File: config.mk
export PLATFORM = sky130hd
export DESIGN_NAME = pkt_store_buffer_flat
export DESIGN_NICKNAME = d
export VERILOG_FILES = /design/src/rtl/pkt_store_buffer_pkg.sv /design/src/rtl/pkt_store_buffer_if.sv /design/src/rtl/pkt_fifo_ram.sv /design/src/rtl/pkt_store_buffer.sv /design/src/flat_wrapper.sv
export SDC_FILE = /design/constraint.sdc
export NUM_CORES = 1
export LEC_CHECK = 0
export ABC_CLOCK_PERIOD_IN_PS = 7800
export CAP_MARGIN = 20
export CELL_PAD_IN_SITES_DETAIL_PLACEMENT = 1
export CELL_PAD_IN_SITES_GLOBAL_PLACEMENT = 1
export CORE_MARGIN = 3
export CORE_UTILIZATION = 30
export CTS_CLUSTER_DIAMETER = 30
export CTS_CLUSTER_SIZE = 10
export DETAILED_ROUTE_END_ITERATION = 6
export PLACE_DENSITY_LB_ADDON = 0.2
export SETUP_SLACK_MARGIN = 0.4
export SYNTH_ARGS = -nofsm -noshare
export SYNTH_HDL_FRONTEND = slang
export SYNTH_SLANG_ARGS = --single-unit
File: constraint.sdc
create_clock -name clk -period 7.8 [get_ports clk]
set_input_delay 1.56 -clock clk [delete_from_list [all_inputs] [get_ports clk]]
set_output_delay 1.56 -clock clk [all_outputs]
set_load 0.01 [all_outputs]
File: src/rtl/pkt_store_buffer_pkg.sv
// Shared word layout and FSM encodings for the packet-committing store buffer.
package pkt_store_buffer_pkg;

    localparam int WORD_W    = 35;
    localparam int MORE_BIT  = 34;
    localparam int PAYLOAD_W = 34;

    typedef enum logic [1:0] {
        IN_IDLE = 2'd0,
        IN_OPEN = 2'd1,
        IN_DROP = 2'd2
    } in_state_t;

    typedef enum logic {
        DR_IDLE  = 1'b0,
        DR_WRITE = 1'b1
    } dr_state_t;

endpackage

File: src/rtl/pkt_store_buffer_if.sv
// Word input from the mux, back-pressure flags and memory write port of the store buffer.
interface pkt_store_buffer_if #(
    parameter int ADDR_W = 10
);
    import pkt_store_buffer_pkg::*;

    logic [WORD_W-1:0]    in_data;
    logic                 next_ready;
    logic                 mem_full;
    logic                 mem_wr_en;
    logic [ADDR_W-1:0]    mem_addr;
    logic [PAYLOAD_W-1:0] mem_wr_data;
    logic                 mem_wr_last;
    logic                 mem_wr_ready;
    logic                 overflow_err;

    modport master (
        output in_data, mem_wr_ready,
        input  next_ready, mem_full, mem_wr_en, mem_addr, mem_wr_data, mem_wr_last, overflow_err
    );

    modport slave (
        input  in_data, mem_wr_ready,
        output next_ready, mem_full, mem_wr_en, mem_addr, mem_wr_data, mem_wr_last, overflow_err
    );

endinterface

File: src/rtl/pkt_fifo_ram.sv
// Word storage for the store buffer: one write port, one asynchronous read port, no reset.
module pkt_fifo_ram #(
    parameter int DEPTH = 16,
    parameter int WIDTH = 35,
    localparam int AW   = $clog2(DEPTH)
) (
    input  logic             clk,
    input  logic             we,
    input  logic [AW-1:0]    waddr,
    input  logic [WIDTH-1:0] wdata,
    input  logic [AW-1:0]    raddr,
    output logic [WIDTH-1:0] rdata
);

    logic [WIDTH-1:0] mem [DEPTH];

    always_ff @(posedge clk) begin
        if (we) mem[waddr] <= wdata;
    end

    assign rdata = mem[raddr];

endmodule

File: src/rtl/pkt_store_buffer.sv
// Stages mux words in a FIFO and releases a packet to memory only after its last word arrives.
//
// input FSM | meaning
// IN_IDLE   | no packet open
// IN_OPEN   | packet partially stored, waiting for its last word
// IN_DROP   | packet hit a full FIFO, discarding through its last word
//
// drain FSM | meaning
// DR_IDLE   | nothing committed to write
// DR_WRITE  | presenting word at rd_ptr until mem_wr_ready
module pkt_store_buffer
    import pkt_store_buffer_pkg::*;
#(
    parameter int DEPTH       = 16,
    parameter int FULL_THRESH = 12,
    parameter int ADDR_W      = 10
) (
    input  logic               clk,
    input  logic               reset,
    pkt_store_buffer_if.slave  bus
);

    localparam int IDX_W = $clog2(DEPTH);
    localparam int PTR_W = IDX_W + 1;
    typedef logic [PTR_W-1:0] ptr_t;

    in_state_t         in_state_q, in_state_d;
    dr_state_t         dr_state_q, dr_state_d;
    ptr_t              wr_ptr_q, wr_ptr_d;
    ptr_t              commit_ptr_q, commit_ptr_d;
    ptr_t              rd_ptr_q, rd_ptr_d;
    ptr_t              occ, occ_d;
    logic [ADDR_W-1:0] addr_q, addr_d;
    logic              ovf_q, ovf_d;
    logic              next_ready_q, mem_full_q;
    logic              ram_we;
    logic              word_vld, more, fifo_full;
    logic [WORD_W-1:0] ram_rdata;

    pkt_fifo_ram #(
        .DEPTH (DEPTH),
        .WIDTH (WORD_W)
    ) u_ram (
        .clk   (clk),
        .we    (ram_we),
        .waddr (wr_ptr_q[IDX_W-1:0]),
        .wdata (bus.in_data),
        .raddr (rd_ptr_q[IDX_W-1:0]),
        .rdata (ram_rdata)
    );

    assign occ       = wr_ptr_q - rd_ptr_q;
    assign fifo_full = (occ == ptr_t'(DEPTH));
    assign word_vld  = |bus.in_data;
    assign more      = bus.in_data[MORE_BIT];

    always_comb begin
        in_state_d   = in_state_q;
        wr_ptr_d     = wr_ptr_q;
        commit_ptr_d = commit_ptr_q;
        ovf_d        = ovf_q;
        ram_we       = 1'b0;
        if (word_vld) begin
            case (in_state_q)
                IN_IDLE, IN_OPEN: begin
                    if (fifo_full) begin
                        // roll back the partial packet; a full-time last word only loses itself
                        wr_ptr_d   = commit_ptr_q;
                        ovf_d      = 1'b1;
                        in_state_d = more ? IN_DROP : IN_IDLE;
                    end else begin
                        ram_we   = 1'b1;
                        wr_ptr_d = wr_ptr_q + ptr_t'(1);
                        if (more) begin
                            in_state_d = IN_OPEN;
                        end else begin
                            commit_ptr_d = wr_ptr_q + ptr_t'(1);
                            in_state_d   = IN_IDLE;
                        end
                    end
                end
                IN_DROP: if (!more) in_state_d = IN_IDLE;
                default: in_state_d = IN_IDLE;
            endcase
        end
    end

    always_comb begin
        dr_state_d = dr_state_q;
        rd_ptr_d   = rd_ptr_q;
        addr_d     = addr_q;
        case (dr_state_q)
            DR_IDLE: if (rd_ptr_q != commit_ptr_q) dr_state_d = DR_WRITE;
            DR_WRITE: begin
                if (bus.mem_wr_ready) begin
                    rd_ptr_d   = rd_ptr_q + ptr_t'(1);
                    addr_d     = addr_q + ADDR_W'(1);
                    dr_state_d = (rd_ptr_d != commit_ptr_q) ? DR_WRITE : DR_IDLE;
                end
            end
            default: dr_state_d = DR_IDLE;
        endcase
    end

    assign occ_d = wr_ptr_d - rd_ptr_d;

    always_ff @(posedge clk or negedge reset) begin
        if (!reset) begin
            in_state_q   <= IN_IDLE;
            dr_state_q   <= DR_IDLE;
            wr_ptr_q     <= '0;
            commit_ptr_q <= '0;
            rd_ptr_q     <= '0;
            addr_q       <= '0;
            ovf_q        <= 1'b0;
            next_ready_q <= 1'b1;
            mem_full_q   <= 1'b0;
        end else begin
            in_state_q   <= in_state_d;
            dr_state_q   <= dr_state_d;
            wr_ptr_q     <= wr_ptr_d;
            commit_ptr_q <= commit_ptr_d;
            rd_ptr_q     <= rd_ptr_d;
            addr_q       <= addr_d;
            ovf_q        <= ovf_d;
            next_ready_q <= (occ_d <= ptr_t'(DEPTH - 2));
            mem_full_q   <= (occ_d >= ptr_t'(FULL_THRESH));
        end
    end

    // storage is unreset, so the data path is gated to keep idle outputs at zero
    assign bus.mem_wr_en    = (dr_state_q == DR_WRITE);
    assign bus.mem_wr_data  = bus.mem_wr_en ? ram_rdata[PAYLOAD_W-1:0] : '0;
    assign bus.mem_wr_last  = bus.mem_wr_en & ~ram_rdata[MORE_BIT];
    assign bus.mem_addr     = addr_q;
    assign bus.next_ready   = next_ready_q;
    assign bus.mem_full     = mem_full_q;
    assign bus.overflow_err = ovf_q;

endmodule
File: src/flat_wrapper.sv
// flat-port wrapper written by rule: the top's interface ports become plain ports
module pkt_store_buffer_flat import pkt_store_buffer_pkg::*;
#(
    parameter int DEPTH       = 16,
    parameter int FULL_THRESH = 12,
    parameter int ADDR_W      = 10
)
  (clk, reset, bus_in_data, bus_mem_wr_ready, bus_next_ready, bus_mem_full, bus_mem_wr_en, bus_mem_addr, bus_mem_wr_data, bus_mem_wr_last, bus_overflow_err);
  pkt_store_buffer_if #(.ADDR_W(ADDR_W)) bus_i ();
  input  logic clk;
  input  logic reset;
  input wire logic [$bits(bus_i.in_data)-1:0] bus_in_data;
  input wire logic [$bits(bus_i.mem_wr_ready)-1:0] bus_mem_wr_ready;
  output wire logic [$bits(bus_i.next_ready)-1:0] bus_next_ready;
  output wire logic [$bits(bus_i.mem_full)-1:0] bus_mem_full;
  output wire logic [$bits(bus_i.mem_wr_en)-1:0] bus_mem_wr_en;
  output wire logic [$bits(bus_i.mem_addr)-1:0] bus_mem_addr;
  output wire logic [$bits(bus_i.mem_wr_data)-1:0] bus_mem_wr_data;
  output wire logic [$bits(bus_i.mem_wr_last)-1:0] bus_mem_wr_last;
  output wire logic [$bits(bus_i.overflow_err)-1:0] bus_overflow_err;
  assign bus_i.in_data = bus_in_data;
  assign bus_i.mem_wr_ready = bus_mem_wr_ready;
  assign bus_next_ready = bus_i.next_ready;
  assign bus_mem_full = bus_i.mem_full;
  assign bus_mem_wr_en = bus_i.mem_wr_en;
  assign bus_mem_addr = bus_i.mem_addr;
  assign bus_mem_wr_data = bus_i.mem_wr_data;
  assign bus_mem_wr_last = bus_i.mem_wr_last;
  assign bus_overflow_err = bus_i.overflow_err;
  pkt_store_buffer #(.DEPTH(DEPTH), .FULL_THRESH(FULL_THRESH), .ADDR_W(ADDR_W)) u_core (.clk(clk), .reset(reset), .bus(bus_i));
endmodule
==> impl_metrics.env <==
export IMPL_outcome="finished clean"
export IMPL_critical_path_endpoint_type="output pin"
export IMPL_final_period_minus_worst_setup_slack_ns=5.746
export IMPL_cts_repair_timing_setup_buffer_count=0
export IMPL_post_cts_resize_count=0
export IMPL_total_switching_power_w=0.004151
export IMPL_reg2reg_to="u_core.bus.mem_full"
export IMPL_final_min_period_over_clock_period=0.7367
export IMPL_drt_vias_per_instance=4.800
export IMPL_postSynthNetCount=1093
export IMPL_total_placed_cells_including_tap_cells=2140
export IMPL_cts_inserted_buffers=133
export IMPL_max_slew_margin=0.3138
export IMPL_rsz0062_at_grt="false"
export IMPL_clkSinkCount=591
export IMPL_chipWidth_um=284.5
export IMPL_synthesis_instances=1041
export IMPL_yosysWarningCount=0
export IMPL_finalInstanceArea_sq_um=30130
export IMPL_placement_io_buffers=86
export IMPL_cts_htree_levels=4
export IMPL_final_hold_worst_slack_ns=0.4754
export IMPL_finalSetupViolations=0
export IMPL_r2r_worst_path_cells=16
export IMPL_post_drt_wl_per_cell_um=25.83
export IMPL_clockBufferDepth=3
export IMPL_synthesis_area_sq_um=23270
export IMPL_core_sq_um=76330
export IMPL_min_delay_path_class="reg2reg"
export IMPL_placement_cell_area_sq_um=25590
export IMPL_clk_insertion_delay_late_ns=0.70
export IMPL_fillerInstances=7292
export IMPL_most_common_cell_after_layout_fill_and_taps_aside="edfxtp_1"
export IMPL_clock_tree_root_cell="clkbuf_16"
export IMPL_cap_viol_max_count=0
export IMPL_area_delta_synth_final_pct=29.51
export IMPL_synth_edf_count=560
export IMPL_die_height_um=284.5
export IMPL_timing_critical_path_from_type="register"
export IMPL_crit_start="u_core.rd_ptr_q[0]"
export IMPL_synth_seq_cells=591
export IMPL_power_combinational_fraction=0.282
export IMPL_min_delay_start="u_core.bus.mem_addr[9]"
export IMPL_timing_worst_slew_pin_value_ns=1.029
export IMPL_grt_max_degree=58
export IMPL_top_reg_cell_synth="edfxtp_1"
export IMPL_critical_path_arrival_ns=4.19
export IMPL_p_sw_frac=0.2963
export IMPL_setup_reg_to_reg_worst_slack_ns=2.94
export IMPL_post_dp_hpwl_um=30910
export IMPL_timing_fmax_mhz=174.0
export IMPL_final_instance_count_excl_fill=2381
export IMPL_dieArea_sq_um=80930
export IMPL_synthDistinctLibCells=52
export IMPL_gp_congestion=0.7020
export IMPL_fin_worst_skew_ns=0.03472
export IMPL_mostFrequentLayoutCells="edfxtp_1 (560), mux4_2 (175), clkbuf_16 (133), clkdlybuf4s50_1 (86), and2_1 (37)"
export IMPL_postRouteWirelength_um=61500
export IMPL_irDropWorstVdd_mv=0.2479
export IMPL_regToRegStartpoint="u_core.rd_ptr_q[1]"
export IMPL_detailroute_via_count=11430
export IMPL_hold_path_cell_count=1
export IMPL_critPathMaxFanout=46
export IMPL_drc=0
export IMPL_power_static_leakage_nw=9.793
export IMPL_setup_total_negative_slack_ns=0
export IMPL_seq_area_frac_synth=0.7562
export IMPL_syn_mean_instance_area_sq_um=22.35
export IMPL_firstDrtPassIters=6
export IMPL_top_level_ports=87
export IMPL_worst_ep_required_time_ns=6.24
export IMPL_first_global_vias=12840
export IMPL_powerDensity_nw_per_um2=465.0
export IMPL_ys_async_sr_fraction=0.05245
export IMPL_ant_nets=0
export IMPL_starting_density_of_the_core=0.3048
export IMPL_final_layout_size_suffix_gt1_frac=0.3296
export IMPL_grt_pass1_wl_um=90060
export IMPL_detailedRoute_firstIterationViolations=848
export IMPL_cts_tree="done"
export IMPL_critical_path_class="reg2out"
export IMPL_power_total_w=0.01401
export IMPL_power_internal_w=0.009859
export IMPL_row_count=101
export IMPL_share_seq_of_total_power=0.319
export IMPL_final_hold_violation_count=0
export IMPL_timing_max_transition_violations_final=0
export IMPL_number_of_antenna_violations_at_the_first_check_in_global_routing=3
export IMPL_final_nets=1297
export IMPL_destination_of_the_worst_hold_path="u_core.bus.mem_addr[9]"
export IMPL_path_clk_slew_ns=0.04
export IMPL_global_route_overflow_total=0
export IMPL_clock_power_share=0.399
export IMPL_grt_util_all_layers=0.1547
export IMPL_cts_hold_repair_buffers=0
==> Yosys cell counts, drive strengths merged (4+ instances only) <==
master,n,area (sq um)
a21oi,7,35.03
o31ai,4,45.05
edfxtp,560,16820
xor2,10,87.58
nor2,24,90.09
buf,17,82.58
dfrtp,30,750.7
nor3,11,60.06
and2,38,239.0
nor4,9,56.30
mux4,175,3941
o21ai,8,43.79
nand3,10,50.05
clkbuf,32,120.1
ha,13,162.7
nand4,4,31.28
nor2b,4,25.02
nand2,21,78.83
xnor2,16,140.1
inv,13,48.80
==> state kept, by name (all words and copies together) (netlist names) <==
signal / cells
u_core.u_ram.mem: 560
u_core.bus.mem_addr: 10
u_core.commit_ptr_q: 5
u_core.rd_ptr_q: 5
u_core.wr_ptr_q: 5
u_core.in_state_q: 2
u_core.bus.mem_full: 1
u_core.bus.mem_wr_en: 1
u_core.bus.next_ready: 1
u_core.bus.overflow_err: 1
==> worst max path at each step <==
stage | end | slack, ns | cells past startpoint
after detailed placement | u_core.bus.mem_full | 1.66 | 16
after floorplan | u_core.u_ram.mem[0][0] | 2.43 | 11
after global routing | bus_mem_wr_data[12] | 1.82 | 5
after CTS | bus_mem_wr_data[12] | 1.89 | 5
after global placement | u_core.bus.mem_full | 1.73 | 16
final | bus_mem_wr_data[12] | 2.05 | 5
==> area by class of cell <==
class / instances / area [sq um] / area share
Tap cell: 1030 / 1289 / 0.04277
Inverter: 13 / 50.05 / 0.001661
Antenna cell: 1 / 2.502 / 0.00008305
Multi-Input combinational cell: 388 / 5529 / 0.1835
Sequential cell: 591 / 17600 / 0.5842
Timing Repair Buffer: 118 / 1121 / 0.03720
Clock buffer: 155 / 3411 / 0.1132
Clock inverter: 85 / 1127 / 0.03741
==> metal layers <==
| layer | track usage | vias up | part of all wire |
|---|---|---|---|
| met2 | 0.2577 | 260 | 0.51 |
| li1 | - | 4831 | - |
| met1 | 0.2004 | 6247 | 0.44 |
| met4 | 0.05131 | 2 | 0.019 |
| met3 | 0.03545 | 89 | 0.040 |
| met5 | 0 | - | 0.00033 |
==> worst max-delay path: stages (launching register included) <==
cell	delay [ns]
dfrtp_4	1.03
buf_4	0.56
mux4_2	0.58
mux4_2	0.54
and2_1	0.19
clkdlybuf4s50_1	0.48
==> cell families after synthesis <==
group	share of synthesized area
fa+ha+maj	0.007852
xor+xnor	0.01081
buf+inv	0.01081
mux	0.1717
flops	0.7562
simple gates	0.03071
compound gates	0.01199
==> power groups by stage <==
stage                     sequential (W)  clock [W]  combinational, W
final                            0.00448    0.00559           0.00395
after global routing             0.00454    0.00588           0.00426
after CTS                        0.00450    0.00569           0.00409
after detailed placement         0.00454          0           0.00405
after global placement           0.00452          0           0.00403
after floorplan                  0.00434          0           0.00254
==> stage by stage <==
stage	worst slack, ns	util
finish	2.054	0.3948
floorplan	2.428	-
detailed placement	1.660	0.3353
global placement	1.735	0.3350
CTS	1.891	0.3947
global route	1.815	0.3947
No activity file was read; power rests on OpenSTA's default activity.
